## config.mk

```make
export PLATFORM = sky130hd
export DESIGN_NAME = matrix_result_drain_flat
export DESIGN_NICKNAME = d
export VERILOG_FILES = /design/src/rtl/matrix_result_drain_if.sv /design/src/rtl/matrix_result_drain.sv /design/src/flat_wrapper.sv
export SDC_FILE = /design/constraint.sdc
export NUM_CORES = 1
export LEC_CHECK = 0
export CAP_MARGIN = 10
export CORE_UTILIZATION = 45
export DETAILED_ROUTE_END_ITERATION = 8
export PLACE_DENSITY_LB_ADDON = 0.3
export SLEW_MARGIN = 20
export SYNTH_ARGS = -nofsm -noshare
export SYNTH_HDL_FRONTEND = slang
export SYNTH_SLANG_ARGS = --single-unit
```

## constraint.sdc

```tcl
create_clock -name clock -period 18.4 [get_ports clock]
set_input_delay 4.6 -clock clock [delete_from_list [all_inputs] [get_ports clock]]
set_output_delay 4.6 -clock clock [all_outputs]
set_load 0.01 [all_outputs]
```

## src/rtl/matrix_result_drain_if.sv

```systemverilog
// Streaming output channel of the matrix result drain: one product element per
// valid/ready handshake, tagged with its row/column position and a last flag.
interface matrix_result_drain_if #(
    parameter int unsigned WIDTH = 16,
    parameter int unsigned SIZE  = 4
);
    localparam int unsigned RowW = (SIZE > 1) ? $clog2(SIZE) : 1;

    logic [WIDTH-1:0] out_data;
    logic [RowW-1:0]  out_row;
    logic [RowW-1:0]  out_col;
    logic             out_valid;
    logic             out_ready;
    logic             out_last;

    modport master (
        output out_data,
        output out_row,
        output out_col,
        output out_valid,
        output out_last,
        input  out_ready
    );

    modport slave (
        input  out_data,
        input  out_row,
        input  out_col,
        input  out_valid,
        input  out_last,
        output out_ready
    );
endinterface

```

## src/rtl/matrix_result_drain.sv

```systemverilog
// Result drain for the systolic multiplier: times the compute window after a
// start pulse, snapshots the product matrix, then streams it out row-major.
module matrix_result_drain #(
    parameter int unsigned WIDTH   = 16,
    parameter int unsigned SIZE    = 4,
    parameter int unsigned LATENCY = 3 * SIZE - 1
) (
    input  logic                                 clock,
    input  logic                                 nreset,
    input  logic                                 start,
    input  logic [SIZE-1:0][SIZE-1:0][WIDTH-1:0] prod_in,
    output logic                                 acc_clear,
    output logic                                 busy,
    output logic                                 done,
    matrix_result_drain_if.master                out_if
);
    localparam int unsigned Cells = SIZE * SIZE;
    localparam int unsigned RowW  = (SIZE > 1) ? $clog2(SIZE) : 1;
    localparam int unsigned IdxW  = (Cells > 1) ? $clog2(Cells) : 1;
    localparam int unsigned CntW  = $clog2(LATENCY + 1);

    typedef enum logic [1:0] {
        StIdle,
        StCompute,
        StDrain
    } state_e;

    state_e                               state_q, state_d;
    logic [CntW-1:0]                      cnt_q, cnt_d;
    logic [IdxW-1:0]                      idx_q, idx_d;
    logic [SIZE-1:0][SIZE-1:0][WIDTH-1:0] buf_q;
    logic                                 capture;
    logic                                 acc_clear_q, acc_clear_d;
    logic                                 done_q, done_d;
    logic [RowW-1:0]                      row_idx, col_idx;
    logic                                 draining;

    // Next-state: start is only honoured in IDLE; a transfer advances idx.
    always_comb begin
        state_d     = state_q;
        cnt_d       = cnt_q;
        idx_d       = idx_q;
        capture     = 1'b0;
        acc_clear_d = 1'b0;
        done_d      = 1'b0;
        unique case (state_q)
            StIdle: begin
                if (start) begin
                    state_d     = StCompute;
                    cnt_d       = '0;
                    acc_clear_d = 1'b1;
                end
            end
            StCompute: begin
                if (cnt_q == CntW'(LATENCY - 1)) begin
                    capture = 1'b1;
                    state_d = StDrain;
                    idx_d   = '0;
                end else begin
                    cnt_d = cnt_q + CntW'(1);
                end
            end
            StDrain: begin
                if (out_if.out_ready) begin
                    if (idx_q == IdxW'(Cells - 1)) begin
                        state_d = StIdle;
                        idx_d   = '0;
                        done_d  = 1'b1;
                    end else begin
                        idx_d = idx_q + IdxW'(1);
                    end
                end
            end
            default: state_d = StIdle;
        endcase
    end

    // State, counters, pulse outputs and the snapshot buffer.
    always_ff @(posedge clock or posedge nreset) begin
        if (nreset) begin
            state_q     <= StIdle;
            cnt_q       <= '0;
            idx_q       <= '0;
            buf_q       <= '0;
            acc_clear_q <= 1'b0;
            done_q      <= 1'b0;
        end else begin
            state_q     <= state_d;
            cnt_q       <= cnt_d;
            idx_q       <= idx_d;
            acc_clear_q <= acc_clear_d;
            done_q      <= done_d;
            if (capture) begin
                buf_q <= prod_in;
            end
        end
    end

    // Output decode from registered state/idx/buffer only; zero outside DRAIN.
    always_comb begin
        draining         = (state_q == StDrain);
        row_idx          = RowW'(idx_q / IdxW'(SIZE));
        col_idx          = RowW'(idx_q % IdxW'(SIZE));
        busy             = (state_q != StIdle);
        acc_clear        = acc_clear_q;
        done             = done_q;
        out_if.out_valid = draining;
        out_if.out_data  = draining ? buf_q[row_idx][col_idx] : '0;
        out_if.out_row   = draining ? row_idx : '0;
        out_if.out_col   = draining ? col_idx : '0;
        out_if.out_last  = draining && (idx_q == IdxW'(Cells - 1));
    end
endmodule

```

## src/flat_wrapper.sv

```systemverilog
// flat-port wrapper written by rule: the top's interface ports become plain ports
module matrix_result_drain_flat 
#(
    parameter int unsigned WIDTH   = 16,
    parameter int unsigned SIZE    = 4,
    parameter int unsigned LATENCY = 3 * SIZE - 1
)
  (clock, nreset, start, prod_in, acc_clear, busy, done, out_if_out_data, out_if_out_row, out_if_out_col, out_if_out_valid, out_if_out_last, out_if_out_ready);
  matrix_result_drain_if #(.WIDTH(WIDTH), .SIZE(SIZE)) out_if_i ();
  input  logic clock;
  input  logic nreset;
  input  logic start;
  input  logic [SIZE-1:0][SIZE-1:0][WIDTH-1:0] prod_in;
  output logic acc_clear;
  output logic busy;
  output logic done;
  output wire logic [$bits(out_if_i.out_data)-1:0] out_if_out_data;
  output wire logic [$bits(out_if_i.out_row)-1:0] out_if_out_row;
  output wire logic [$bits(out_if_i.out_col)-1:0] out_if_out_col;
  output wire logic [$bits(out_if_i.out_valid)-1:0] out_if_out_valid;
  output wire logic [$bits(out_if_i.out_last)-1:0] out_if_out_last;
  input wire logic [$bits(out_if_i.out_ready)-1:0] out_if_out_ready;
  assign out_if_out_data = out_if_i.out_data;
  assign out_if_out_row = out_if_i.out_row;
  assign out_if_out_col = out_if_i.out_col;
  assign out_if_out_valid = out_if_i.out_valid;
  assign out_if_out_last = out_if_i.out_last;
  assign out_if_i.out_ready = out_if_out_ready;
  matrix_result_drain #(.WIDTH(WIDTH), .SIZE(SIZE), .LATENCY(LATENCY)) u_core (.clock(clock), .nreset(nreset), .start(start), .prod_in(prod_in), .acc_clear(acc_clear), .busy(busy), .done(done), .out_if(out_if_i));
endmodule
```

==> metrics.yaml, run 1 <==
status: "finished clean"
drt_iter0_drc: 1155
die_x_microns: 167.4
synth_edf_count: 0
power.density_mw_per_mm2: 146.7
grt_use_total_pct: 28.05
yosysWarnings: 0
hpwl_microns: 28760
ys_ff_latch: 268
async_flop_share_pct: 100.0
max_slew_margin_pct: 32.89
antenna_found_initial: 0
syn-num-nets: 1582
pin_count: 285
critical_path_class: "reg2out"
htree_levels: 1
drv_cap: 0
hp-class: "reg2reg"
fin_crit_sh_pct: 45.13
grt_pass1_wl_microns: 59320
cts_root_buf: "clkbuf_16"
drt-pass1-iter-count: 5
drc: 0
wl_per_cell_microns: 20.32
grt-ovfl-total: 0
cts_buffer_depth: 3
clk_latency_ns: 0.55
synth_cells: 1319
crit_path_end_kind: "primary output"
syn_to_final_growth_pct: 31.31
setup_viol: 0
syn_avg_cell_area_sq_um: 9.338
clk_pin_slew_ns: 0.06
grt_pass1_vias: 10260
ant_nets: 0
critPathArrivalTime_ns: 3.70
antennaDiodeCount: 0
finalClockSkew_ns: 0.02730
routed_via_density: 5.395
synthFlopType: "dfrtp_1"
ys_seq_area_share_pct: 54.45
hold_viol: 0
final_cells: 1916
worstMarginPinSlew_ns: 1.007
core_sq_mm: 0.02688
fmax_ghz: 0.1204
p_total_w: 0.002373
required_ns: 13.80
nNetsFinal: 1820
vdd_drop_max_mv: 0.06530
cts_setup_buffers: 0
drv_slew: 0
rsz0062_at_grt: "false"
die_y_microns: 167.4
cts_resized: 0
p_leak_nw: 7.647
timing.setup.tns_ns: 0
num_vias: 10337
clkSinkCount: 268
drt_wl_total_microns: 38930
tritoncts: "built"
start_kind: "flop"
synth_cell_types: 40
gp_congestion: 0.8844
row_count: 60
postCtsHoldBufs: 0
syn_area_sq_mm: 0.01232
cts_made_buffers: 27
crit_fanout: 66
period_needed_ns: 8.303
dp.cells: 1869
initial_core_util_pct: 45.83
drive_gt1_share_pct: 6.921
dieArea_sq_mm: 0.02804
grt_max_degree: 113
portBuffers: 284
[synth_stat cells (all sizes together) (4+ instances only)]
master    n  area share, %
inv       7           0.21
o22ai     7           0.36
a22o     12           0.85
mux4     52            9.8
nand2   779             24
nor2b     5           0.25
o21ai     4           0.16
and2      5           0.25
a221o    10           0.81
nor2      5           0.15
clkbuf   24           0.73
and3     10           0.51
dfrtp   268             54
a22oi    10           0.61
mux2i    33            2.7
a21o      4           0.24
nand3     4           0.16
buf      58            2.6
[critical path: stages, from the launching register on]
cell,delay (ns)
dfrtp_4,0.62
buf_4,0.77
mux4_2,0.62
a22o_1,0.20
a221o_1,0.38
clkdlybuf4s50_1,0.50
[sequential cells by signal (all words and copies together) (netlist names)]
signal            count
u_core.done           1
u_core.buf_q        256
u_core.cnt_q          4
u_core.state_q        2
u_core.idx_q          4
u_core.acc_clear      1
[worst paths after layout]
path / from / endpoint / slack [ns] / cells past startpoint
max: u_core.idx_q[2] / out_if_out_data[15] / 10.10 / 5
min: u_core.buf_q[223] / u_core.buf_q[223] / 0.48 / 2
max reg2reg: u_core.cnt_q[0] / u_core.idx_q[3] / 15.38 / 7
min reg2reg: u_core.buf_q[223] / u_core.buf_q[223] / 0.48 / 2
max in group asynchronous: nreset / u_core.buf_q[16] / 12.31 / 3
min in group asynchronous: nreset / u_core.buf_q[48] / 4.61 / 2
[through the flow]
step                      util, %  setup WS [ns]  instance area [sq um]  hold slack, ns
after CTS                   60.16          10.11                  16170          0.4770
after floorplan                 -          6.418                  12320          0.4373
after global placement      56.76          10.77                  15260          0.4541
final                       60.18          10.10                  16170          0.4761
after global routing        60.18          10.00                  16170          0.5071
after detailed placement    56.76          10.70                  15260          0.4615
[area by class of cell]
class / count / area [sq um]
fillers: 2233 / 10700
multi-input cells: 962 / 5185
clock buffers: 35 / 765.7
well taps: 341 / 426.7
repair buffers: 291 / 2899
inverters: 7 / 33.78
clock inverters: 12 / 147.6
flip-flops and latches: 268 / 6715
[cell usage in the layout, fill, tap and decap left out, types with 2 or more instances in the layout]
master           count
nand2_1            777
clkdlybuf4s50_1    284
dfrtp_1            265
mux4_2              44
mux2i_1             33
clkbuf_16           27
a22o_1              12
a22oi_1             10
and3_1              10
a221o_1             10
mux4_1               8
o22ai_1              7
clkbuf_8             6
buf_4                6
nor2b_1              5
nor2_1               5
clkinv_2             5
and2_1               4
o21ai_0              4
inv_1                4
nand3_1              4
a21o_1               4
nor3_1               3
ha_1                 3
bufinv_16            3
inv_2                2
nand2b_1             2
mux2_2               2
a21oi_1              2
clkinvlp_4           2
clkbuf_1             2
dfrtp_4              2
[report_power, final]
part           internal [W]  switching, W  total (W)  leakage (nW)
registers          0.000890      0.000275    0.00116          3.20
clock network      0.000334      0.000233   0.000567         0.449
logic              0.000315      0.000326   0.000641          4.00
[metal layers]
metal / GRT usage [%] / share of wire [%] / vias up
met4: 11.01 / 4.1 / 0
met3: 7.421 / 9.3 / 88
met5: 0 / 0 / -
met2: 43.46 / 46 / 502
li1: - / - / 4728
met1: 37.80 / 40 / 5019
[logic make-up after synthesis]
| logic type | after synthesis | synth area share [%] |
|---|---|---|
| fa+ha+maj | 3 | 0.3048 |
| simple gates | 819 | 25.70 |
| flops | 268 | 54.45 |
| compound gates | 53 | 3.393 |
| buf+inv | 89 | 3.535 |
| mux | 87 | 12.62 |
(Power assumes the default switching activity.)
==> run 2: changes to the inputs <==
Clock period 18.4 ns to 8.6 ns, I/O delays scaled along.
==> run 2 against run 1 <==
  * Core utilization up 0.54 points
  * Final area up 0.91%
  * Critical path depth up 1
  * Total power up 120%
  * Final cell count up 0.42%
  * Non-clock buffer count up 3
  * Via count up 0.26%
  * Critical path type unchanged
  * Largest power group unchanged
==> metrics.yaml, run 2 (synthesis results as in run 1) <==
status: "finished clean"
top_regs: "u_core.buf_q: 256 flops, u_core.cnt_q: 4 flops, u_core.idx_q: 4 flops"
gp_congestion: 0.9226  # +4.3%
cts_buffer_depth: 3  # unchanged
worstMarginPinSlew_ns: 1.056  # +0.04929 ns
required_ns: 6.45  # -7.35 ns
wl_met2_microns: 17860  # -1.3%
die_x_microns: 167.4  # unchanged
p_total_w: 0.005143  # +120%
final_area_sq_mm: 0.01632  # +0.91%
grt_use_total_pct: 27.22  # -0.83 points
num_vias: 10364  # +0.26%
hp-class: "reg2reg"
routed_via_density: 5.387  # -0.16%
drt-met1-wl_microns: 15110  # -3.5%
cts_root_buf: "clkbuf_16"
max_stage_delay_ns: 0.94  # +0.17 ns
fin_crit_sh_pct: 67.81
clock_power_share_pct: 25.5  # +1.6 points
grt_max_degree: 119  # +5.3%
grt-ovfl-total: 0  # unchanged
fmax_ghz: 0.1715
period_needed_ns: 5.832
drt-pass1-iter-count: 5  # unchanged
regMostFlops: "u_core.buf_q"
drv_cap: 0  # unchanged
clk_pin_slew_ns: 0.06  # about the same
tritoncts: "built"
cts_setup_buffers: 0  # unchanged
htree_levels: 1  # unchanged
ant_nets: 0  # unchanged
crit_slowest_cell: "dfrtp_4"
power.density_mw_per_mm2: 315.2  # +110%
final_common_cell: "nand2_1"
rsz0062_at_grt: "false"
start_kind: "flop"
postCtsHoldBufs: 0  # unchanged
pin_count: 285  # unchanged
final_util_pct: 60.72  # +0.54 points
critPathArrivalTime_ns: 3.68  # -0.02 ns
initial_core_util_pct: 45.83  # unchanged
die_y_microns: 167.4  # unchanged
clkSinkCount: 268  # unchanged
grt_pass1_vias: 10241  # -0.19%
p_int_w: 0.003382  # +120%
hpwl_microns: 27360  # -4.9%
syn_to_final_growth_pct: 32.50
portBuffers: 284  # unchanged
top_layer_used: "met4"
timing.setup.tns_ns: 0  # unchanged
critical_path_class: "reg2out"
setup_viol: 0  # unchanged
fillerInstances: 2259  # +1.2%
wl_per_cell_microns: 19.70  # -3.0%
power_switching_share_pct: 34.25  # -0.88 points
clk_latency_ns: 0.54  # about the same
cts_made_buffers: 28  # +3.7%
cts_resized: 0  # unchanged
drt_iter0_drc: 962  # -17%
p_seq_share_pct: 47.2  # -1.9 points
nNetsFinal: 1824  # +0.22%
hold_viol: 0  # unchanged
grt_pass1_wl_microns: 57730  # -2.7%
drive_gt1_share_pct: 7.454  # +0.53 points
wl_met3_microns: 3100  # -14%
row_count: 60  # unchanged
crit_path_end_kind: "primary output"
placedInstanceArea_sq_mm: 0.01527  # about the same
crit_fanout: 51  # -23%
p_leak_nw: 7.710  # +0.82%
antennaDiodeCount: 0  # unchanged
drc: 0  # unchanged
drv_slew: 0  # unchanged
power_frac_comb_pct: 27.3  # +0.3 points
core_sq_mm: 0.02688  # unchanged
antenna_found_initial: 0  # unchanged
whs_ns: 0.4752  # -0.0009180 ns
dieArea_sq_mm: 0.02804  # unchanged
finalClockSkew_ns: 0.008767  # -0.01854 ns
layout_common_cells: "777 x nand2_1, 284 x clkdlybuf4s50_1, 265 x dfrtp_1"
largest_reg_flops: 256  # unchanged
drt_wl_total_microns: 37910  # -2.6%
vdd_drop_max_mv: 0.1490  # +130%
netSwitchingPower_w: 0.001761  # +110%
crit_chain: "buf_4 > mux2i_1 > a22oi_1 > a22o_1 > a221o_1 > clkdlybuf4s50_1"
max_slew_margin_pct: 29.60  # -3.3 points
[run 2: metal layers]
metal	vias up	GRT usage, %
met1	5050	35.83
li1	4731	-
met3	89	5.767
met2	494	43.68
met4	0	11.97
met5	-	0
[run 2: per-stage QoR]
step                std cells  setup slack [ns]
CTS                      1923             2.782
global route             1924             2.657
detailed placement       1871             3.359
global placement         1871             3.432
finish                   1924             2.768
floorplan                1319             2.911
[run 2: critical path: cells and delay by family (launching register included)]
family | cells | cell delay [ns]
buffers and inverters | 2 | 1.07
DFF | 1 | 0.94
AOI/OAI and AO/OA | 3 | 0.84
muxes | 1 | 0.27
[run 2: final timing paths]
| kind | from | slack, ns | end | cells past startpoint |
|---|---|---|---|---|
| min in group asynchronous | nreset | 2.19 | u_core.buf_q[23] | 3 |
| worst max register to register | u_core.cnt_q[0] | 5.78 | u_core.idx_q[3] | 7 |
| worst min register to register | u_core.buf_q[53] | 0.48 | u_core.buf_q[53] | 2 |
| worst min-delay path | u_core.buf_q[53] | 0.48 | u_core.buf_q[53] | 2 |
| worst max-delay path | u_core.idx_q[2] | 2.77 | out_if_out_data[14] | 6 |
| max in group asynchronous | nreset | 4.82 | u_core.idx_q[0] | 4 |
[run 2: layout make-up]
| cell class | instances | area [sq um] | share of cell area (%) |
|---|---|---|---|
| flip-flops and latches | 268 | 6715 | 41.15 |
| multi-input cells | 962 | 5185 | 31.77 |
| repair buffers | 294 | 2942 | 18.02 |
| clock buffers | 37 | 825.8 | 5.060 |
| well taps | 341 | 426.7 | 2.614 |
| clock inverters | 15 | 195.2 | 1.196 |
| inverters | 7 | 30.03 | 0.1840 |
[run 2: power by group through the flow]
| stage | Combinational (W) | Sequential [W] | Clock (W) |
|---|---|---|---|
| 2_1_floorplan | 0.00105 | 0.00215 | 0 |
| 3_3_place_gp | 0.00132 | 0.00242 | 0 |
| 3_5_place_dp | 0.00139 | 0.00241 | 0 |
| 4_1_cts | 0.00141 | 0.00241 | 0.00132 |
| 5_1_grt | 0.00159 | 0.00247 | 0.00137 |
| 6_report | 0.00140 | 0.00243 | 0.00131 |
==> run 3: changes to the inputs <==
Clock period 8.6 ns to 5.58 ns, I/O delays scaled along.
==> run 3 against run 2 <==
  * Flip-flop and latch count did not move
  * Clock skew barely moved
  * First-iteration DRC count rose by 19%
  * Register-to-register slack got worse by 2.7 ns
  * Clock power rose by 44%
  * Setup slack got worse by 2.0 ns
  * Sequential power rose by 61%
  * Global-route usage rose by 1.2 points
  * Non-clock buffer count fell by 4
  * Clock-buffer cell count rose by 2
  * Total power rose by 54%
  * Die area did not move
  * Highest routed layer unchanged
==> metrics.yaml, run 3 (synthesis results as in run 1) <==
status: "finished clean"
fin_crit_sh_pct: 86.39
cts_resized: 0  # unchanged
ff2ff_setup_slack_ns: 3.12  # -2.66 ns
max_slew_margin_pct: 22.78  # -6.8 points
hpwl_microns: 28970  # +5.9%
cts_setup_buffers: 0  # unchanged
portBuffers: 284  # unchanged
start_kind: "flop"
critical_path_class: "reg2out"
drt_wl_total_microns: 39530  # +4.3%
cts_made_buffers: 27  # -3.6%
cpLargestDelayFamily: "flip-flops"
cts_buffer_depth: 3  # unchanged
die_y_microns: 167.4  # unchanged
rsz0062_at_grt: "false"
grt_pass1_vias: 10202  # -0.38%
timing.setup.tns_ns: 0  # unchanged
pin_count: 285  # unchanged
required_ns: 4.18  # -2.27 ns
power.density_mw_per_mm2: 487.7  # +55%
max_stage_delay_ns: 0.98  # +0.04 ns
critPathArrivalTime_ns: 3.43  # -0.25 ns
use_met2_pct: 45.18  # +1.5 points
row_count: 60  # unchanged
final_common_cell: "nand2_1"
grt_max_degree: 260  # +120%
initial_core_util_pct: 45.83  # unchanged
nNetsFinal: 1819  # -0.27%
setup_viol: 0  # unchanged
met1_usage_pct: 37.91  # +2.1 points
antenna_found_initial: 1  # +1
finalClockSkew_ns: 0.008634  # -0.0001333 ns
drv_cap: 0  # unchanged
worst-path-buf-inv: 1  # -1
crit_fanout: 55  # +7.8%
largest_reg_flops: 256  # unchanged
drt-pass1-iter-count: 5  # unchanged
grt_pass1_wl_microns: 59800  # +3.6%
num_vias: 10446  # +0.79%
dieArea_sq_mm: 0.02804  # unchanged
tritoncts: "built"
postCtsHoldBufs: 0  # unchanged
top_usage_layer: "met2"
use_met3_pct: 6.500  # +0.73 points
clk_pin_slew_ns: 0.06  # about the same
fmax_ghz: 0.2075
drt_iter0_drc: 1147  # +19%
hp-class: "reg2reg"
layout_common_cells: "777 x nand2_1, 284 x clkdlybuf4s50_1, 265 x dfrtp_1"
top_regs: "u_core.buf_q: 256 flops, u_core.cnt_q: 4 flops, u_core.idx_q: 4 flops"
period_needed_ns: 4.820
clk_latency_ns: 0.53  # about the same
cts_root_buf: "clkbuf_16"
routed_via_density: 5.449  # +1.2%
worstMarginPinSlew_ns: 1.158  # +0.1023 ns
crit_slowest_cell: "dfrtp_4"
ant_nets: 0  # unchanged
dp.cells: 1868  # -0.16%
crit_chain: "and2_1 > a22oi_1 > a22o_1 > a221o_1 > clkdlybuf4s50_1"
p_leak_nw: 7.675  # -0.46%
multi_input_area_sq_mm: 0.005185  # unchanged
final_cells: 1917  # -0.36%
grt_use_total_pct: 28.40  # +1.2 points
die_x_microns: 167.4  # unchanged
whs_path_depth: 2  # unchanged
syn_to_final_growth_pct: 31.90
antennaDiodeCount: 0  # unchanged
seq_area_sq_mm: 0.006715  # unchanged
vdd_drop_max_mv: 0.2518  # +69%
grt-ovfl-total: 0  # unchanged
path_depth: 5  # -1
drc: 0  # unchanged
core_sq_mm: 0.02688  # unchanged
hold_viol: 0  # unchanged
drive_gt1_share_pct: 6.916  # -0.54 points
gp_congestion: 0.9027  # -2.2%
regMostFlops: "u_core.buf_q"
fillerInstances: 2231  # -1.2%
crit_path_end_kind: "primary output"
clkSinkCount: 268  # unchanged
drv_slew: 0  # unchanged
wl_per_cell_microns: 20.62  # +4.7%
reg2reg_depth: 7  # unchanged
htree_levels: 1  # unchanged
[run 3: cell count changes in the layout (fill, tap and decap cells not counted), moves of 2 or more]
cell	change
buf_4	-7
buf_12	+5
clkinvlp_4	-3
clkbuf_1	+2
clkbuf_16	-2
clkbuf_8	+2
[run 3: where the power goes]
group	internal, W	switching [W]	leakage, nW
registers	0.00293	0.000975	3.20
logic	0.00105	0.00107	4.01
clock network	0.00114	0.000752	0.467
[run 3: final cells by class]
| cell class | count | share of cell area (%) |
|---|---|---|
| clock buffers | 39 | 4.991 |
| flip-flops and latches | 268 | 41.34 |
| multi-input cells | 962 | 31.92 |
| inverters | 7 | 0.1848 |
| clock inverters | 10 | 0.7856 |
| well taps | 341 | 2.626 |
| repair buffers | 290 | 18.16 |
[run 3: routing by layer]
| layer | wire [microns] | vias to the layer above |
|---|---|---|
| li1 | - | 4720 |
| met1 | 15510 | 5079 |
| met2 | 18680 | 545 |
| met3 | 3760 | 102 |
| met4 | 1578 | 0 |
| met5 | 0 | - |
[run 3: final timing paths]
| kind | from | to |
|---|---|---|
| max | u_core.idx_q[0] | out_if_out_data[13] |
| min | u_core.buf_q[202] | u_core.buf_q[202] |
| max reg2reg | u_core.cnt_q[0] | u_core.buf_q[1] |
| min reg2reg | u_core.buf_q[202] | u_core.buf_q[202] |
| max in group asynchronous | nreset | u_core.buf_q[244] |
| min in group asynchronous | nreset | u_core.buf_q[86] |
[run 3: worst register-to-register path: cells and delay by family (launching register included)]
kind | cells | cell delay (ns)
buffers and inverters | 2 | 0.67
DFF | 1 | 0.44
adders and majority gates | 1 | 0.14
and+or+nand+nor | 4 | 1.14
[run 3: through the flow]
stage / hold WS (ns) / util (%) / total power, W / area, sq um / worst slack (ns)
finish: 0.4831 / 60.45 / 0.007922 / 16250 / 0.7596
global placement: 0.4560 / 56.96 / 0.005882 / 15310 / 1.401
global route: 0.4979 / 60.45 / 0.008342 / 16250 / 0.6563
CTS: 0.4808 / 60.45 / 0.007900 / 16250 / 0.7811
detailed placement: 0.4650 / 56.96 / 0.005962 / 15310 / 1.343
floorplan: 0.4373 / - / 0.004925 / 12320 / 0.6455
